<file path="config.mk">
export PLATFORM = sky130hd
export DESIGN_NAME = line_proc_wrapper
export DESIGN_NICKNAME = d
export VERILOG_FILES = /design/src/rtl/line_proc_wrapper.sv
export SDC_FILE = /design/constraint.sdc
export NUM_CORES = 1
export LEC_CHECK = 0
export CORE_ASPECT_RATIO = 1.75
export CORE_MARGIN = 1
export CORE_UTILIZATION = 45
export CTS_CLUSTER_SIZE = 30
export DETAILED_ROUTE_END_ITERATION = 10
export GPL_TIMING_DRIVEN = 0
export PLACE_DENSITY = 0.7
export SKIP_LAST_GASP = 1
export SLEW_MARGIN = 20
export SYNTH_ARGS = -nofsm -noshare
export SYNTH_HDL_FRONTEND = slang
export SYNTH_SLANG_ARGS = --single-unit
</file>
<file path="constraint.sdc">
create_clock -name CLK -period 8.13 [get_ports CLK]
set_input_delay 2.0325 -clock CLK [delete_from_list [all_inputs] [get_ports CLK]]
set_output_delay 2.0325 -clock CLK [all_outputs]
set_load 0.005 [all_outputs]
</file>
<file path="src/rtl/line_proc_wrapper.sv">
// Line-based pixel processing stage: queued line kicks, 2-stage pixel pipeline (pass/invert/gray/threshold).
// Optional macro LINE_STATS_EN adds LINE_COUNT and BUSY outputs.
`timescale 1ns/1ps
module line_proc_wrapper #(
  parameter int unsigned WIDTH      = 1600,
  parameter int unsigned CNT_W      = 12,
  parameter int unsigned PEND_DEPTH = 2
) (
  input  logic        CLK,
  input  logic        RST_N,
  input  logic        READ_LINE_DONE,
  output logic        IN_DE,
  input  logic [31:0] IN_DATA,
  input  logic [1:0]  MODE,
  input  logic [7:0]  THRESH,
  output logic        OUT_DE,
  output logic [31:0] OUT_DATA,
  output logic        WRITE_LINE_DONE,
  output logic        OVERFLOW
`ifdef LINE_STATS_EN
  ,
  output logic [15:0] LINE_COUNT,
  output logic        BUSY
`endif
);

  localparam logic [1:0] S_IDLE = 2'd0;
  localparam logic [1:0] S_RUN  = 2'd1;
  localparam logic [1:0] S_GAP  = 2'd2;

  localparam int unsigned PEND_W   = 4;
  localparam logic [PEND_W-1:0] PEND_MAX = PEND_W'(PEND_DEPTH);
  localparam logic [CNT_W-1:0]  LAST_IDX = CNT_W'(WIDTH - 1);

  logic [1:0]        state;
  logic [CNT_W-1:0]  cnt;
  logic [PEND_W-1:0] pend;
  logic [1:0]        mode_q;
  logic [7:0]        thresh_q;

  logic              s1_valid;
  logic              s1_last;
  logic [31:0]       s1_data;
  logic [31:0]       s2_result;
  logic [7:0]        luma;
  logic [7:0]        bin;

  assign IN_DE = (state == S_RUN);

  // NOTE: all sequential state uses non-blocking assignments so every register
  // samples pre-edge values; mode_q relatching in GAP cannot disturb the
  // previous line's last pixel still being computed in S2 at that same edge.
  always_ff @(posedge CLK or negedge RST_N) begin
    if (!RST_N) begin
      state    <= S_IDLE;
      cnt      <= '0;
      pend     <= '0;
      mode_q   <= 2'd0;
      thresh_q <= 8'd0;
      OVERFLOW <= 1'b0;
    end else begin
      case (state)
        S_IDLE: begin
          if (READ_LINE_DONE) begin
            state    <= S_RUN;
            cnt      <= '0;
            mode_q   <= MODE;
            thresh_q <= THRESH;
          end
        end
        S_RUN: begin
          if (cnt == LAST_IDX) begin
            state <= S_GAP;
            cnt   <= '0;
          end else begin
            cnt <= cnt + 1'b1;
          end
          if (READ_LINE_DONE) begin
            if (pend == PEND_MAX) OVERFLOW <= 1'b1;
            else                  pend     <= pend + 1'b1;
          end
        end
        S_GAP: begin
          if (pend != '0) begin
            state    <= S_RUN;
            mode_q   <= MODE;
            thresh_q <= THRESH;
            // A kick while full is dropped; otherwise it cancels the decrement.
            if (READ_LINE_DONE && pend == PEND_MAX) OVERFLOW <= 1'b1;
            if (!READ_LINE_DONE || pend == PEND_MAX) pend <= pend - 1'b1;
          end else if (READ_LINE_DONE) begin
            state    <= S_RUN;
            mode_q   <= MODE;
            thresh_q <= THRESH;
          end else begin
            state <= S_IDLE;
          end
        end
        default: state <= S_IDLE;
      endcase
    end
  end

  // Stage 1 control: valid is reset so an abandoned line leaves no ghost pixel.
  always_ff @(posedge CLK or negedge RST_N) begin
    if (!RST_N) s1_valid <= 1'b0;
    else        s1_valid <= IN_DE;
  end

  // NOTE: pixel and tag registers carry no reset; they are only ever consumed
  // when s1_valid is set, so their power-up contents are never observed.
  always_ff @(posedge CLK) begin
    s1_data <= IN_DATA;
    s1_last <= (cnt == LAST_IDX);
  end

  // Luma: 16-bit weighted sum, truncated to its upper byte.
  assign luma = 8'(({8'd0, s1_data[23:16]} * 16'd77
                  + {8'd0, s1_data[15:8]}  * 16'd150
                  + {8'd0, s1_data[7:0]}   * 16'd29) >> 8);
  assign bin  = (luma >= thresh_q) ? 8'hFF : 8'h00;

  // NOTE: s2_result is given a value on every path (default arm) so no latch
  // is inferred.
  always_comb begin
    case (mode_q)
      2'd0:    s2_result = s1_data;
      2'd1:    s2_result = {s1_data[31:24], ~s1_data[23:0]};
      2'd2:    s2_result = {s1_data[31:24], luma, luma, luma};
      default: s2_result = {s1_data[31:24], bin, bin, bin};
    endcase
  end

  always_ff @(posedge CLK or negedge RST_N) begin
    if (!RST_N) begin
      OUT_DE          <= 1'b0;
      OUT_DATA        <= 32'd0;
      WRITE_LINE_DONE <= 1'b0;
    end else begin
      OUT_DE          <= s1_valid;
      WRITE_LINE_DONE <= s1_valid & s1_last;
      if (s1_valid) OUT_DATA <= s2_result;
    end
  end

`ifdef LINE_STATS_EN
  always_ff @(posedge CLK or negedge RST_N) begin
    if (!RST_N)               LINE_COUNT <= 16'd0;
    else if (WRITE_LINE_DONE) LINE_COUNT <= LINE_COUNT + 16'd1;
  end

  assign BUSY = (state != S_IDLE) | s1_valid | OUT_DE;
`endif

endmodule

</file>
Word level (Yosys, flattened, before mapping) --
Cells that the tools add are included.
Word-level totals: bits in registers 97, output and inout port bits 36
Cells by class: add/sub/neg operators 5, multiply operators 3, $lt $le $gt $ge 1, equal/unequal tests 14, multiplexer cells 26, bitwise logic cells 2, reductions and logical operators 13
Operators with widths (count):
- $pmux 24 s3 | 1
- $mul 8x7->15 const B | 2
- $mux 12 | 2
- $mux 8 | 3
- $not 24->24 | 1
- $pmux 12 s2 | 1
- $add 15x16->16 | 1
- $add 16x13->16 | 1
- $mux 4 | 4
- $pmux 8 s2 | 1
- $mul 8x5->13 const B | 1
- $add 12x1->12 const B | 1
- $eq 12x11->1 const B | 1
- $ne 2x2->1 const B | 6
- $reduce_and 5->1 | 2
- $ge 8x8->1 | 1
- $mux 2 | 4
- $pmux 4 s2 | 1
- $mux 1 | 6
- $pmux 2 s3 | 1
- $reduce_bool 2->1 | 3
- $add 4x1->4 const B | 1
- $eq 2x1->1 const B | 2
- $eq 2x2->1 const B | 2
- other kinds (12) | 15

Longest topological paths before layout --
depth in word-level cells 6, gate-level depth with buffers 31, mapped depth without buffers 31

Worst setup path after synthesis --
No wires, ideal clock.
kind register to register, from reg s1_data[12], to reg OUT_DATA[14], library setup time 0.124 ns, data arrival time 7.267 ns, path slack 0.739 ns, stages on the path, launching flop included 30, period minus slack after synthesis 7.391 ns, cell sequence dfxtp_1 > ha_1 > ha_1 > inv_1 > fa_1 > fa_1 > inv_1 > ha_1 > xnor2_1 > fa_1 > fa_1 > inv_1 > fa_1 > fa_1 > inv_1 > ha_1 > and2_4 > a221oi_2 > o22a_2 > a21boi_1 > or3_1 > and2_1 > ha_1 > nand3_1 > nand2_1 > a41oi_1 > a22oi_1 > or2_2 > o22a_1 > o31a_1
On the way: cells in the longest elaborated chain, start to end 6
RTL lines:
- from (decl) | line 43 | logic [31:0] s1_data;
- from (signal assigned) | line 113 | s1_data <= IN_DATA;
- $mul 8x7->15 * | line 119 | + {8'd0, s1_data[15:8]} * 16'd150
- $add 15x16->16 * | line 119
- $add 16x13->16 * | line 120 | + {8'd0, s1_data[7:0]} * 16'd29) >> 8);
- $ge 8x8->1 | line 121 | assign bin = (luma >= thresh_q) ? 8'hFF : 8'h00;
- $mux 8 | line 121
- $pmux 24 s3 * | line 126 | case (mode_q)
- to (signal assigned) | line 142 | if (s1_valid) OUT_DATA <= s2_result;
- to (decl) | line 17 | output logic [31:0] OUT_DATA,
Mark *: on every way between the ends. The rest lies on a longest branch, timed or not. A chain may end at the register's enable or synchronous reset.

Final worst setup path --
Ends and elaborated chain as after synthesis.

==> reports/metrics.yaml <==
outcome:
  status: "finished, final reports clean"
worst_setup_path:
  cpPeakStageDelay_ps: 540
  worstPathRequired_ps: 8360
  reg2reg_from: "s1_data[12]"
  reg2reg_slack_ps: 230
  cp-end-kind: "flip-flop"
  slowest_stage: "fa_1"
  critPathMaxFanout: 5
  criticalPathCategory: "flip-flop to flip-flop"
  ff2ff_path_depth: 27
  crit_path_frequent_cell: "fa_1"
  critPathLaunchType: "flip-flop"
  r2r-end: "OUT_DATA[14]"
  cp_data_arrival_time_ps: 8130
clock_tree:
  cts_sinks: 97
  h-tree-depth: 3
  postCtsHoldBufs: 0
  cts_tree: "yes"
  clk_pin_slew_ps: 80
  clock-root-buffer: "clkbuf_16"
  cts_buffer_depth: 2
  post_cts_buffers: 0
  numCtsBuffers: 9
  clock_latency_ps: 350
timing:
  finalWorstSetupSlack_ps: 228.2
  worst_hold_slack_ps: 388.8
  fmax_ghz: 0.1266
  skew_ps: 13.60
  setup_viol: 0
  worst_slew_pin_slew_ps: 567.1
  min_period_ps: 7902
  hold_violations: 0
  slew_violations: 0
  tns_ps: 0
  slew_headroom_pct: 62.06
  final.period_utilization_pct: 97.19
cells_and_area:
  final_cell_area_sq_um: 8509
  drive_gt1_share_pct: 7.487
  final_common_cell: "inv_1"
  syn_to_final_growth_pct: 20.18
  num-nets-final: 979
  fillers: 1322
  final_cell_mix: "inv_1 (109), ha_1 (92), clkdlybuf4s50_1 (79)"
  num_antenna_cells: 0
job:
  drv_cap: 0
yosys:
  synth-edff-count: 0
  netlist_area_sq_um: 7081
  seq_area_frac_synth_pct: 31.95
  syn_avg_cell_area_sq_um: 10.25
  synth-async-reset-ratio_pct: 65.98
  ys_types: 59
  ys.flop_type: "dfrtp_1"
  syn_inst: 691
  synthesis.nets: 887
  yosys_register_bits: 97
  yosys_warnings: 0
detailed_routing:
  vias: 5223
  drt_iter0_drc: 239
  postRouteWirelength_um: 16540
  viasPerCell: 5.362
  dr.pass1.iters: 7
  route.detailed.drc: 0
  ant_nets: 0
  wl_per_cell_um: 16.98
floorplan:
  dieArea_sq_um: 16260
  dieWidth_um: 96.82
  core_area_sq_um: 15390
  start_util_pct: 46.01
  ioPinCount: 81
  die_y_um: 167.9
  num_rows: 60
placed_design:
  gp_congestion: 0.8881
  io_buffer_count: 80
  place_ws_ps: -153.6
  dpl_cell_area_sq_um: 8139
  dp_hpwl_um: 13210
global_route:
  grt_overflow_total: 0
  antenna_found_initial: 0
  track_usage_pct: 21.32
  grt_pass1_vias: 5617
  grt_pass1_wl_um: 27510
  grt_start_max_net_pins: 60
worst_hold_path:
  whs_path_depth: 0
  worstHoldEndpoint: "OUT_DE"
  min_from: "s1_valid"
  hold_path_class: "flip-flop to flip-flop"
[synth_stat cells, types with 2 or more instances]
cell | count | area share, %
mux2_2 | 11 | 1.7
a21oi_1 | 24 | 1.7
buf_2 | 5 | 0.35
nor3_1 | 4 | 0.28
or2_2 | 4 | 0.35
nand2b_1 | 8 | 0.71
nand2_1 | 27 | 1.4
and3_1 | 8 | 0.71
a31oi_1 | 3 | 0.27
a2111oi_0 | 2 | 0.25
a21oi_2 | 3 | 0.37
clkbuf_1 | 11 | 0.58
inv_1 | 109 | 5.8
ha_1 | 95 | 17
o31ai_1 | 4 | 0.42
o21ai_1 | 3 | 0.21
nand4_1 | 4 | 0.35
xor2_1 | 12 | 1.5
a211oi_1 | 2 | 0.21
nand3_1 | 13 | 0.92
o31a_1 | 4 | 0.49
mux2i_1 | 2 | 0.28
a21o_1 | 7 | 0.74
dfxtp_1 | 33 | 9.3
xnor2_1 | 34 | 4.2
o22a_1 | 6 | 0.74
o21a_1 | 2 | 0.21
nor2b_1 | 5 | 0.44
o21bai_1 | 5 | 0.53
fa_1 | 56 | 16
o21ai_0 | 30 | 2.1
nor2_1 | 52 | 2.8
o32a_1 | 9 | 1.3
dfrtp_1 | 64 | 23
and2_1 | 6 | 0.53
[worst max-delay path by stage]
stage,from,to,cells after the start
after global routing,s1_data[9],OUT_DATA[6],27
after detailed placement,s1_data[12],OUT_DATA[16],29
after global placement,s1_data[12],OUT_DATA[8],29
after CTS,s1_data[12],OUT_DATA[20],29
after floorplan,s1_data[12],OUT_DATA[14],29
final,s1_data[12],OUT_DATA[14],27
[area by class of cell]
class | instances | area, sq um | share of cell area, %
Buffer | 16 | 71.32 | 0.8381
Clock buffer | 9 | 225.2 | 2.647
Clock inverter | 7 | 58.81 | 0.6911
Inverter | 110 | 412.9 | 4.852
Multi-Input combinational cell | 468 | 4405 | 51.77
Sequential cell | 97 | 2277 | 26.76
Tap cell | 186 | 232.7 | 2.735
Timing Repair Buffer | 81 | 825.8 | 9.704
[worst max-delay path: cells and delay by family (launching register included)]
kind	cells	cell delay, ps
compound gates	6	1460
xor+xnor	2	270
fa+ha+maj	11	4550
buf+inv	4	220
flops	1	390
mux	1	270
simple gates	3	620
[per-layer routing]
metal	wire, um	share of wire (%)	GRT usage, %
met1	6193	37	23.06
met2	9327	56	41.46
met3	448	2.7	2.366
met4	571	3.5	8.566
met5	0	0	0
[flip-flops by register name (all words and copies together) (netlist names)]
register / flops
OVERFLOW: 1
OUT_DE: 1
OUT_DATA: 32
state: 2
WRITE_LINE_DONE: 1
s1_last: 1
thresh_q: 8
s1_valid: 1
cnt: 12
pend: 4
s1_data: 32
mode_q: 2
[logic make-up (layout without fill, tap and decap cells)]
kind of cell | count (synthesis) | after routing | synth area share, %
adders and majority gates | 151 | 151 | 32.62
and+or+nand+nor | 139 | 139 | 9.419
DFF | 97 | 97 | 31.95
xor gates and xnor gates | 46 | 46 | 5.690
buffers and inverters | 126 | 223 | 6.768
muxes | 14 | 14 | 2.227
AOI/OAI and AO/OA | 118 | 118 | 11.33
[per-stage QoR]
step | instances | util, %
2_1_floorplan | 691 | -
3_3_place_gp | 957 | 52.72
3_5_place_dp | 958 | 52.89
4_1_cts | 974 | 54.77
5_1_grt | 974 | 55.29
6_report | 974 | 55.29
[timing repair]
action / CTS / global route
pin swaps: 0 / 4
gates resized for setup: 5 / 22
cloned: 0 / 0
setup endpoints to repair: 21 / 24
Power is not shown: default switching activity piles up to over one toggle a cycle in this logic, so the estimate is an artifact.
